`src/rtl/dacc_if.sv`:
```
// dacc_if: control bundle between the dacc sequencer and its memory/datapath.
// master: sequencer side (start/instr/mem_ready/acc_zero in; selects, strobes, ir, halted, illegal, state out).
// slave: datapath/memory side, with the directions reversed.
interface dacc_if;
  logic        start;
  logic [15:0] instr;
  logic        mem_ready;
  logic        acc_zero;
  logic [1:0]  pc_sel;
  logic [1:0]  alu_b_sel;
  logic [1:0]  acc_wr_sel;
  logic        acc_sel;
  logic        alu_op;
  logic        pc_we;
  logic        acc_we;
  logic        mem_rd;
  logic        mem_we;
  logic [15:0] ir;
  logic        halted;
  logic        illegal;
  logic [2:0]  state;
  modport master (
    input  start, instr, mem_ready, acc_zero,
    output pc_sel, alu_b_sel, acc_wr_sel, acc_sel, alu_op, pc_we, acc_we, mem_rd, mem_we, ir, halted, illegal, state
  );
  modport slave (
    output start, instr, mem_ready, acc_zero,
    input  pc_sel, alu_b_sel, acc_wr_sel, acc_sel, alu_op, pc_we, acc_we, mem_rd, mem_we, ir, halted, illegal, state
  );
endinterface

```
`src/rtl/dacc_control.sv`:
```
// dacc_control: multi-cycle fetch/decode/exec/mem/writeback sequencer for the 16-bit double-accumulator core.
// Ports: clk; reset (synchronous, active-high); bus (dacc_if.master) carrying start, instr, mem_ready,
//   acc_zero in and pc_sel, alu_b_sel, acc_wr_sel, acc_sel, alu_op, pc_we, acc_we, mem_rd, mem_we,
//   ir, halted, illegal, state out.
// Define DACC_CTRL_BRANCH_EN to decode opcode 7 as BZ; otherwise opcode 7 is illegal.
module dacc_control #(
  parameter int OPW           = 4,
  parameter bit START_PC_HOLD = 1'b1
) (
  input logic    clk,
  input logic    reset,
  dacc_if.master bus
);
  typedef enum logic [2:0] {IDLE = 3'd0, FETCH = 3'd1, DECODE = 3'd2, EXEC = 3'd3, MEM = 3'd4, WB = 3'd5, HALT = 3'd6} state_e;
  state_e state_q, state_d;
  logic [15:0] ir_q;
  logic [OPW-1:0] op;
  logic is_nop, is_add, is_sub, is_ldi, is_ld, is_st, is_jmp, is_bz, is_mov, is_halt, is_alu, legal;
  logic [1:0] pc_sel, alu_b_sel, acc_wr_sel;
  logic alu_op, pc_we, acc_we, mem_rd, mem_we, illegal;
  assign op      = ir_q[15 -: OPW];
  assign is_nop  = op == OPW'(0);
  assign is_add  = op == OPW'(1);
  assign is_sub  = op == OPW'(2);
  assign is_ldi  = op == OPW'(3);
  assign is_ld   = op == OPW'(4);
  assign is_st   = op == OPW'(5);
  assign is_jmp  = op == OPW'(6);
`ifdef DACC_CTRL_BRANCH_EN
  assign is_bz   = op == OPW'(7);
`else
  assign is_bz   = 1'b0;
`endif
  assign is_mov  = op == OPW'(8);
  assign is_halt = op == OPW'(15);
  assign is_alu  = is_add | is_sub;
  assign legal   = is_nop | is_alu | is_ldi | is_ld | is_st | is_jmp | is_bz | is_mov | is_halt;
  always_ff @(posedge clk) begin
    if (reset) begin
      state_q <= START_PC_HOLD ? IDLE : FETCH;
      ir_q    <= '0;
    end else begin
      state_q <= state_d;
      if (state_q == FETCH && bus.mem_ready) ir_q <= bus.instr;
    end
  end
  always_comb begin
    state_d    = state_q;
    pc_sel     = 2'b10;
    alu_b_sel  = 2'b00;
    acc_wr_sel = 2'b00;
    alu_op     = 1'b0;
    pc_we      = 1'b0;
    acc_we     = 1'b0;
    mem_rd     = 1'b0;
    mem_we     = 1'b0;
    illegal    = 1'b0;
    case (state_q)
      IDLE: state_d = bus.start ? FETCH : IDLE;
      FETCH: begin
        mem_rd  = 1'b1;
        pc_sel  = bus.mem_ready ? 2'b00 : 2'b10;
        pc_we   = bus.mem_ready;
        state_d = bus.mem_ready ? DECODE : FETCH;
      end
      DECODE: begin
        illegal = ~legal;
        state_d = (is_alu | is_jmp | is_bz) ? EXEC :
                  (is_ldi | is_mov)         ? WB   :
                  (is_ld | is_st)           ? MEM  :
                  is_halt                   ? HALT : FETCH;
      end
      EXEC: begin
        alu_b_sel = is_alu ? 2'b01 : 2'b00;
        alu_op    = is_sub;
        pc_sel    = (is_jmp | is_bz) ? 2'b01 : 2'b10;
        pc_we     = is_jmp | (is_bz & bus.acc_zero);
        state_d   = is_alu ? WB : FETCH;
      end
      MEM: begin
        mem_rd  = is_ld;
        mem_we  = is_st;
        state_d = !bus.mem_ready ? MEM : is_ld ? WB : FETCH;
      end
      WB: begin
        acc_we     = 1'b1;
        acc_wr_sel = is_ld ? 2'b10 : is_ldi ? 2'b01 : is_mov ? 2'b11 : 2'b00;
        state_d    = FETCH;
      end
      HALT: state_d = HALT;
      default: state_d = IDLE;
    endcase
  end
  // Strobes are forced low while reset is held so no write escapes the reset cycle.
  assign bus.pc_we      = pc_we & ~reset;
  assign bus.acc_we     = acc_we & ~reset;
  assign bus.mem_rd     = mem_rd & ~reset;
  assign bus.mem_we     = mem_we & ~reset;
  assign bus.pc_sel     = pc_sel;
  assign bus.alu_b_sel  = alu_b_sel;
  assign bus.acc_wr_sel = acc_wr_sel;
  assign bus.alu_op     = alu_op;
  assign bus.illegal    = illegal;
  assign bus.acc_sel    = ir_q[11];
  assign bus.ir         = ir_q;
  assign bus.halted     = state_q == HALT;
  assign bus.state      = state_q;
endmodule
```
`src/flat_wrapper.sv`:
```
// flat-port wrapper written by rule: the top's interface ports become plain ports
module dacc_control_flat 
#(
  parameter int OPW           = 4,
  parameter bit START_PC_HOLD = 1'b1
)
  (clk, reset, bus_start, bus_instr, bus_mem_ready, bus_acc_zero, bus_pc_sel, bus_alu_b_sel, bus_acc_wr_sel, bus_acc_sel, bus_alu_op, bus_pc_we, bus_acc_we, bus_mem_rd, bus_mem_we, bus_ir, bus_halted, bus_illegal, bus_state);
  dacc_if bus_i ();
  input logic clk;
  input logic reset;
  input wire logic [$bits(bus_i.start)-1:0] bus_start;
  input wire logic [$bits(bus_i.instr)-1:0] bus_instr;
  input wire logic [$bits(bus_i.mem_ready)-1:0] bus_mem_ready;
  input wire logic [$bits(bus_i.acc_zero)-1:0] bus_acc_zero;
  output wire logic [$bits(bus_i.pc_sel)-1:0] bus_pc_sel;
  output wire logic [$bits(bus_i.alu_b_sel)-1:0] bus_alu_b_sel;
  output wire logic [$bits(bus_i.acc_wr_sel)-1:0] bus_acc_wr_sel;
  output wire logic [$bits(bus_i.acc_sel)-1:0] bus_acc_sel;
  output wire logic [$bits(bus_i.alu_op)-1:0] bus_alu_op;
  output wire logic [$bits(bus_i.pc_we)-1:0] bus_pc_we;
  output wire logic [$bits(bus_i.acc_we)-1:0] bus_acc_we;
  output wire logic [$bits(bus_i.mem_rd)-1:0] bus_mem_rd;
  output wire logic [$bits(bus_i.mem_we)-1:0] bus_mem_we;
  output wire logic [$bits(bus_i.ir)-1:0] bus_ir;
  output wire logic [$bits(bus_i.halted)-1:0] bus_halted;
  output wire logic [$bits(bus_i.illegal)-1:0] bus_illegal;
  output wire logic [$bits(bus_i.state)-1:0] bus_state;
  assign bus_i.start = bus_start;
  assign bus_i.instr = bus_instr;
  assign bus_i.mem_ready = bus_mem_ready;
  assign bus_i.acc_zero = bus_acc_zero;
  assign bus_pc_sel = bus_i.pc_sel;
  assign bus_alu_b_sel = bus_i.alu_b_sel;
  assign bus_acc_wr_sel = bus_i.acc_wr_sel;
  assign bus_acc_sel = bus_i.acc_sel;
  assign bus_alu_op = bus_i.alu_op;
  assign bus_pc_we = bus_i.pc_we;
  assign bus_acc_we = bus_i.acc_we;
  assign bus_mem_rd = bus_i.mem_rd;
  assign bus_mem_we = bus_i.mem_we;
  assign bus_ir = bus_i.ir;
  assign bus_halted = bus_i.halted;
  assign bus_illegal = bus_i.illegal;
  assign bus_state = bus_i.state;
  dacc_control #(.OPW(OPW), .START_PC_HOLD(START_PC_HOLD)) u_core (.clk(clk), .reset(reset), .bus(bus_i));
endmodule
```
`config.mk`:
```
export PLATFORM = sky130hd
export DESIGN_NAME = dacc_control_flat
export DESIGN_NICKNAME = d
export VERILOG_FILES = /design/src/rtl/dacc_if.sv /design/src/rtl/dacc_control.sv /design/src/flat_wrapper.sv
export SDC_FILE = /design/constraint.sdc
export NUM_CORES = 1
export LEC_CHECK = 0
export ABC_AREA = 1
export BUFFER_PORTS_ARGS = -buffer_cell sky130_fd_sc_hd__buf_2
export CAP_MARGIN = 20
export CORE_MARGIN = 1.5
export CORE_UTILIZATION = 40
export DETAILED_ROUTE_END_ITERATION = 8
export GPL_ROUTABILITY_DRIVEN = 1
export PLACE_DENSITY = 0.73
export SLEW_MARGIN = 0
export SYNTH_ARGS = -nofsm -noshare
export SYNTH_HDL_FRONTEND = slang
export SYNTH_SLANG_ARGS = --single-unit
export TNS_END_PERCENT = 50
```
`constraint.sdc`:
```
create_clock -name clk -period 3.2 [get_ports clk]
set_clock_uncertainty 0.1 [all_clocks]
set_input_delay 0.48 -clock clk [delete_from_list [all_inputs] [get_ports clk]]
set_output_delay 0.48 -clock clk [all_outputs]
set_load 0.02 [all_outputs]
```
# Word level (Yosys, flattened, before mapping)
# Cells that the tools add are included.
dict set report word_totals {
  wordCells 61
  ff_bits 19
  output_inout_bits 33
  inputBits 21
}
dict set report classes {
  n_mux 25
  bitwise_logic 17
  n_eq_ne 14
  n_reduce_logical 3
}
# cell count
set ops {}
lappend ops {{$mux W3} 7}
lappend ops {{$pmux W3 S7} 1}
lappend ops {{$mux W2} 8}
lappend ops {{$eq A4 B3 Y1 const B} 3}
lappend ops {{$or A1 B1 Y1} 11}
lappend ops {{$eq A3 B3 Y1 const B} 3}
lappend ops {{$eq A4 B2 Y1 const B} 2}
lappend ops {{$eq A4 B4 Y1 const B} 2}
lappend ops {{$eq A3 B2 Y1 const B} 2}
lappend ops {{$mux W1} 6}
lappend ops {{$and A1 B1 Y1} 4}
lappend ops {{$eq A4 B1 Y1 const B} 1}
lappend ops {{$logic_not A4 Y1} 1}
lappend ops {{$pmux W1 S2} 2}
lappend ops {{$pmux W2 S2} 1}
lappend ops {{$eq A3 B1 Y1 const B} 1}
lappend ops {{$logic_not A3 Y1} 1}
lappend ops {{$not A1 Y1} 2}
lappend ops {{$logic_and A1 B1 Y1} 1}

# Longest topological paths before layout
# Gate-level depths: netlist of the first run.
dict set report depth {
  ltp_word 11
  depth_mapped 8
  depth_no_buf 8
}

# Worst setup path before layout of the first run
# No wires, ideal clock.
dict set report synth_timing {
  path_type {reg2out}
  start {register u_core.ir_q[14] (netlist: u_core.bus.ir[14])}
  end {output bus_pc_we}
  slack_ns 0.903
  n_path_buf 0
  arrival_time_ns 1.717
  path_stages_with_launch 7
  required_time_ns 2.620
  cell_sequence {dfxtp_1 inv_1 nor2_1 nand3_1 nor2_1 nor2_1 nor2_1}
}
dict set report synth_between {
  elab_chain_len 3
}
# item line
set synth_lines {}
lappend synth_lines {{start, declared} dacc_control.sv:16} ;# logic [15:0] ir_q;
lappend synth_lines {{start signal, assigned} dacc_control.sv:44} ;# if (state_q == FETCH && bus.mem_ready) ir_q <= bus.instr;
lappend synth_lines {{$eq A4 B3 Y1} dacc_control.sv:28} ;# assign is_jmp = op == OPW'(6);
lappend synth_lines {{$pmux W1 S2} dacc_control.sv:58} ;# case (state_q)
lappend synth_lines {{$and A1 B1 Y1} dacc_control.sv:95} ;# assign bus.pc_we = pc_we & ~reset;
lappend synth_lines {{end, declared} flat_wrapper.sv:20} ;# output wire logic [$bits(bus_i.pc_we)-1:0] bus_pc_we;
# Every way passes these cells.

# Worst setup path in the final report of the first run
dict set report layout_timing {
  start {register u_core.state_q[0] (netlist: u_core.bus.state[0])}
  end {output bus_pc_we}
}
dict set report layout_between {
  elab_chain_len 3
  elab_cells_between_ends 4
  classes_between {2 x eq/ne; 1 x mux; 1 x bitwise}
}
# item line
set layout_lines {}
lappend layout_lines {{start, declared} dacc_control.sv:15} ;# state_e state_q, state_d;
lappend layout_lines {{start signal, assigned} dacc_control.sv:40} ;# state_q <= START_PC_HOLD ? IDLE : FETCH;
lappend layout_lines {{start signal, assigned} dacc_control.sv:43} ;# state_q <= state_d;
lappend layout_lines {{$eq A3 B2 Y1 or $eq A3 B1 Y1 (tied branches)} dacc_control.sv:58}
lappend layout_lines {{$pmux W1 S2 (*)} dacc_control.sv:58}
lappend layout_lines {{$and A1 B1 Y1 (*)} dacc_control.sv:95}
# Mark *: on every way between the ends. The rest lies on a longest branch, timed or not.

==> summary.txt, run 1 <==
Floorplan
  – DIE HEIGHT: 53.31 um
  – Initial Util: 41.62%
  – Die Area: 0.002841 mm^2
  – Cell Rows: 18
  – I/O pin total: 54
  – Die Wd: 53.31 um
  – Core Region: 0.002432 mm^2

Placement
  – GPL Wtd Cong: 0.9230
  – I/O Buffers: 51
  – Placed cell count: 221
  – Dpl ws: 1120 ps
  – Placement Cell Area: 0.001255 mm^2
  – Final HPWL from detailed placement: 1.879 mm

Route
  – Routed vias/inst: 4.800
  – DR vias: 1080
  – Iteration-0 DRC Markers: 22
  – First drt pass iteration count: 4
  – DRT antenna net count: 0
  – Post-DR wirelength/cell: 10.97 um
  – Drt drc: 0
  – WL final: 2.468 mm

Clock network
  – Sink Count: 19
  – CTS tree: built
  – CTS clock-pin slew for the worst setup and hold paths: 110 ps
  – Clock Path Buffers: 2
  – Cts hold-fix bufs: 0
  – H-Tree Depth: 1
  – CTS root buf: clkbuf_4
  – Num CTS Buffers: 3
  – CTS resizes: 0
  – Worst-Skew Late Latency: 290 ps
  – Post-CTS Setup Repair Bufs: 0

Yosys
  – Synth Register Bits: 19
  – Syn Std Cell Area: 0.001012 mm^2
  – Synth top area share: 37.58%
  – Seq/Total Area, Yosys: 37.58%
  – Top-count cell post-synth: nor2_1
  – FFs w/ async S/R, synth: 0%
  – EDFF count, synth: 0
  – Synth top area cells: dfxtp_1, nor2_1, nand2_1
  – Synth warnings: 0
  – Unique cell type count in the Yosys netlist: 25
  – Leading register cell type out of synthesis: dfxtp_1
  – Area leader, netlist: dfxtp_1
  – Synthesized instance count: 145
  – Synth cell count leaders: nor2_1, nand2_1, dfxtp_1, inv_1, o21ai_1
  – Mapped Nets: 166
  – Syn Area/Cell: 6.981 um^2

GRT
  – GRT overflow: 0
  – Antenna violations before repair: 0
  – Overall routing resource usage: 18.74%
  – First-pass GRT wire length: 3.995 mm
  – Met1 GRT Util: 23.44%
  – Vias in the first global route: 968
  – Met3 Usage GRT: 1.695%
  – Largest net degree at the start of global routing: 20
  – Grt met2 use: 34.36%
  – GR peak layer: met2

Worst setup path
  – Crit path launch type: flop
  – Arr. time, crit path: 1620 ps
  – CP max-delay cell: dfxtp_1
  – Worst path max stage delay: 430 ps
  – Crit. End Element: output port
  – Crit path max fanout: 16
  – Critical Path RT: 2620 ps
  – CP dominant cell by count: nor2_1
  – Crit path kind: flop to output port
  – Crit path cell chain: inv_2, nor2_4, nand2_4, nor2_8, nor2_1, nor2_1, buf_2

Timing
  – # setup viols final: 0
  – Max Fclk: 454.1 MHz
  – Setup ws final: 997.7 ps
  – Min Tclk post-route: 2202 ps
  – Hold Fails Final Rpt: 0
  – Setup TNS: 0 ps
  – Final Cycle Share: 68.82%
  – RSZ-0062 raised after global routing: no
  – Fin. max-slew vios: 0

Final layout
  – Synth-to-layout area growth: 26.58%
  – Fraction of layout cells with a size suffix above 1: 37.44%
  – Post-route cell area: 0.001281 mm^2
  – Diode count: 0
  – Fillers: 253
  – Final Net Count: 217
  – Non-Filler Instances: 225

Status
  – Outcome: completed

Worst hold path
  – Hold WC Path Type: primary input to flop

Pwr
  – Pleak: 0.7163 nW
  – Worst vdd ir: 244.1 uV
  – PD cells: 412.6 mW/mm^2

Run
  – Max-Cap Viols: 0
[registers in the layout, summed over array words and instances, names as in the netlist]
| signal | cells |
|---|---|
| u_core.bus.ir | 16 |
| u_core.bus.state | 3 |
[where the power goes]
group	total (W)	switching (W)	internal, W
clock network	0.000121	0.0000728	0.0000484
registers	0.000269	0.0000141	0.000255
logic	0.000139	0.0000927	0.0000459
total	0.000529	0.000180	0.000349
[worst max-delay path: cells and delay by family (launching register included)]
| kind | cells | cell delay [ps] |
|---|---|---|
| flops | 1 | 430 |
| simple gates | 5 | 670 |
| buf+inv | 2 | 240 |
[area by class of cell]
| class | count | area (um^2) | share of cell area [%] |
|---|---|---|---|
| Sequential cell | 19 | 380.4 | 29.69 |
| Clock buffer | 4 | 26.28 | 2.051 |
| Multi-Input combinational cell | 105 | 516.7 | 40.33 |
| Inverter | 16 | 65.06 | 5.078 |
| Timing Repair Buffer | 51 | 255.2 | 19.92 |
| Tap cell | 30 | 37.54 | 2.930 |
[per-stage QoR]
stage                     hold slack, ps  util, %   power, W
after floorplan                    442.4        -  0.0003734
after global placement             376.1    51.59  0.0004088
after detailed placement           386.2    51.59  0.0004126
after CTS                          298.5    52.67  0.0005330
after global routing               292.1    52.67  0.0005589
final                              308.4    52.67  0.0005287
[layout by cell type, fill, tap and decap left out, types with 3 or more instances in the layout]
cell type / count
a21oi_2: 4
buf_2: 51
clkbuf_4: 3
dfxtp_1: 19
inv_1: 13
nand2_1: 20
nand3_1: 9
nor2_1: 36
nor2_2: 8
o21ai_0: 4
o21ai_1: 12
[worst paths after layout]
| kind | from | to | slack [ps] | cells after the start |
|---|---|---|---|---|
| setup / recovery | u_core.bus.state[0] | bus_pc_we | 1000 | 7 |
| hold / removal | bus_instr[1] | u_core.bus.ir[1] | 310 | 3 |
| setup reg to reg | u_core.bus.state[0] | u_core.bus.ir[12] | 1660 | 7 |
| hold reg to reg | u_core.bus.ir[10] | u_core.bus.ir[10] | 410 | 2 |
[kinds of logic after synthesis]
kind of cell / synth area share [%]
AOI/OAI and AO/OA: 12.98
buffers and inverters: 11.37
DFF: 37.58
other: 0.3705
and+or+nand+nor: 37.70
[layer usage]
metal  share of wire (%)  wire, um
met5                   0         0
met4                0.24         6
met3                 6.1       150
met2                  49      1207
met1                  45      1102
Power figures use the tool's default switching activity.
==> run 2: changes to the inputs <==
==> constraint.sdc (replaced) <==
create_clock -name clk -period 2.25 [get_ports clk]
set_clock_uncertainty 0.1 [all_clocks]
set_input_delay 0.3375 -clock clk [delete_from_list [all_inputs] [get_ports clk]]
set_output_delay 0.3375 -clock clk [all_outputs]
set_load 0.02 [all_outputs]
==> summary.txt, run 2 (synthesis results as in run 1) <==
Timing
  – Fin. max-slew vios: 0
  – Final Cycle Share: 90.88%
  – Setup TNS: 0 ps
  – Hold WS: 164.2 ps
  – RSZ-0062 raised after global routing: no
  – # setup viols final: 0
  – Min Tclk post-route: 2045 ps
  – Max Fclk: 489.1 MHz
  – Hold Fails Final Rpt: 0

Clock network
  – CTS clock-pin slew for the worst setup and hold paths: 100 ps
  – Worst-Skew Late Latency: 290 ps
  – Cts hold-fix bufs: 0
  – H-Tree Depth: 1
  – CTS root buf: clkbuf_4
  – Clock Path Buffers: 2
  – CTS resizes: 0
  – Num CTS Buffers: 3
  – Post-CTS Setup Repair Bufs: 0
  – Sink Count: 19
  – CTS tree: built

Route
  – Drt drc: 0
  – Post-DR wirelength/cell: 10.77 um
  – DRT antenna net count: 0
  – DR vias: 1086
  – First drt pass iteration count: 4
  – Iteration-0 DRC Markers: 20
  – Routed vias/inst: 4.805
  – WL final: 2.433 mm

Placement
  – Final HPWL from detailed placement: 1.908 mm
  – I/O Buffers: 51
  – GPL Wtd Cong: 0.9109
  – Placed cell count: 222

Floorplan
  – DIE HEIGHT: 53.31 um
  – I/O pin total: 54
  – Cell Rows: 18
  – Core Region: 0.002432 mm^2
  – Initial Util: 41.62%
  – Die Wd: 53.31 um
  – Die Area: 0.002841 mm^2

Final layout
  – Commonest non-fill, non-tap cell in the layout: buf_2
  – Fillers: 257
  – Max reg flops: 16
  – Synth-to-layout area growth: 27.32%
  – Non-Filler Instances: 226
  – Final Net Count: 218
  – Diode count: 0
  – Most frequent cells in the layout: buf_2, nor2_1, nand2_1
  – Fraction of layout cells with a size suffix above 1: 37.76%

Pwr
  – Pleak: 0.7211 nW
  – PD cells: 581.3 mW/mm^2
  – Final Total Pwr: 0.0007492 W
  – Worst vdd ir: 353.8 uV

GRT
  – GRT overflow: 0
  – First-pass GRT wire length: 4.064 mm
  – Vias in the first global route: 1000
  – Largest net degree at the start of global routing: 20
  – Antenna violations before repair: 0
  – Overall routing resource usage: 18.90%

Worst setup path
  – Crit path kind: flop to output port
  – Worst R2R Path Depth: 7
  – Crit path launch type: flop
  – Critical Path RT: 1810 ps
  – Crit path max fanout: 4
  – Crit. End Element: output port
  – Arr. time, crit path: 1610 ps

Status
  – Outcome: completed

Worst hold path
  – Worst hold path depth: 3
  – Hold WC Path Type: primary input to flop

Run
  – Max-Cap Viols: 0
run 2: changes by cell type in the layout (fill, tap and decap cells not counted):
cell / delta
buf_4: +1
run 2: layout make-up:
type / instances / area, um^2 / area share [%]
multi-input combinational: 105 / 516.7 / 40.10
sequential: 19 / 380.4 / 29.51
timing repair buffer: 52 / 262.8 / 20.39
inverter: 16 / 65.06 / 5.049
tap: 30 / 37.54 / 2.913
clock buffer: 4 / 26.28 / 2.039
run 2: report_power, final:
group          leakage [nW]  internal (W)  switching (W)  total, W
Combinational         0.551     0.0000665       0.000133  0.000200
Clock                0.0150     0.0000689      0.0000988  0.000168
Sequential            0.155      0.000362      0.0000196  0.000382
Total                 0.721      0.000498       0.000252  0.000749
run 2: critical path, cell delays in order, from the launching register on:
cell	delay, ps
dfxtp_1	380
inv_1	90
nor2_1	190
nand3_1	170
nor2_1	180
nor2_1	70
nor2_1	80
buf_2	160
run 2: per-layer routing:
metal  track usage [%]  routed length [um]  vias to the layer above
li1                  -                   -                      563
met5                 0                   0                        -
met4             3.846                  10                        0
met1             23.60                1079                      480
met3             2.825                 152                        2
met2             33.95                1192                       41
run 2: through the flow:
stage / instance area, um^2 / worst slack [ps] / utilization (%)
after floorplan: 1012 / 95.65 / -
after global placement: 1262 / 557.4 / 51.90
after detailed placement: 1262 / 530.0 / 51.90
after CTS: 1289 / 192.4 / 52.98
after global routing: 1289 / 32.51 / 52.98
final: 1289 / 205.2 / 52.98
run 2: worst paths after layout:
| path | startpoint | to | slack (ps) |
|---|---|---|---|
| setup / recovery | u_core.bus.ir[14] | bus_pc_we | 210 |
| setup reg to reg | u_core.bus.state[0] | u_core.bus.ir[12] | 720 |
| hold / removal | bus_instr[0] | u_core.bus.ir[0] | 160 |
| hold reg to reg | u_core.bus.ir[8] | u_core.bus.ir[8] | 410 |
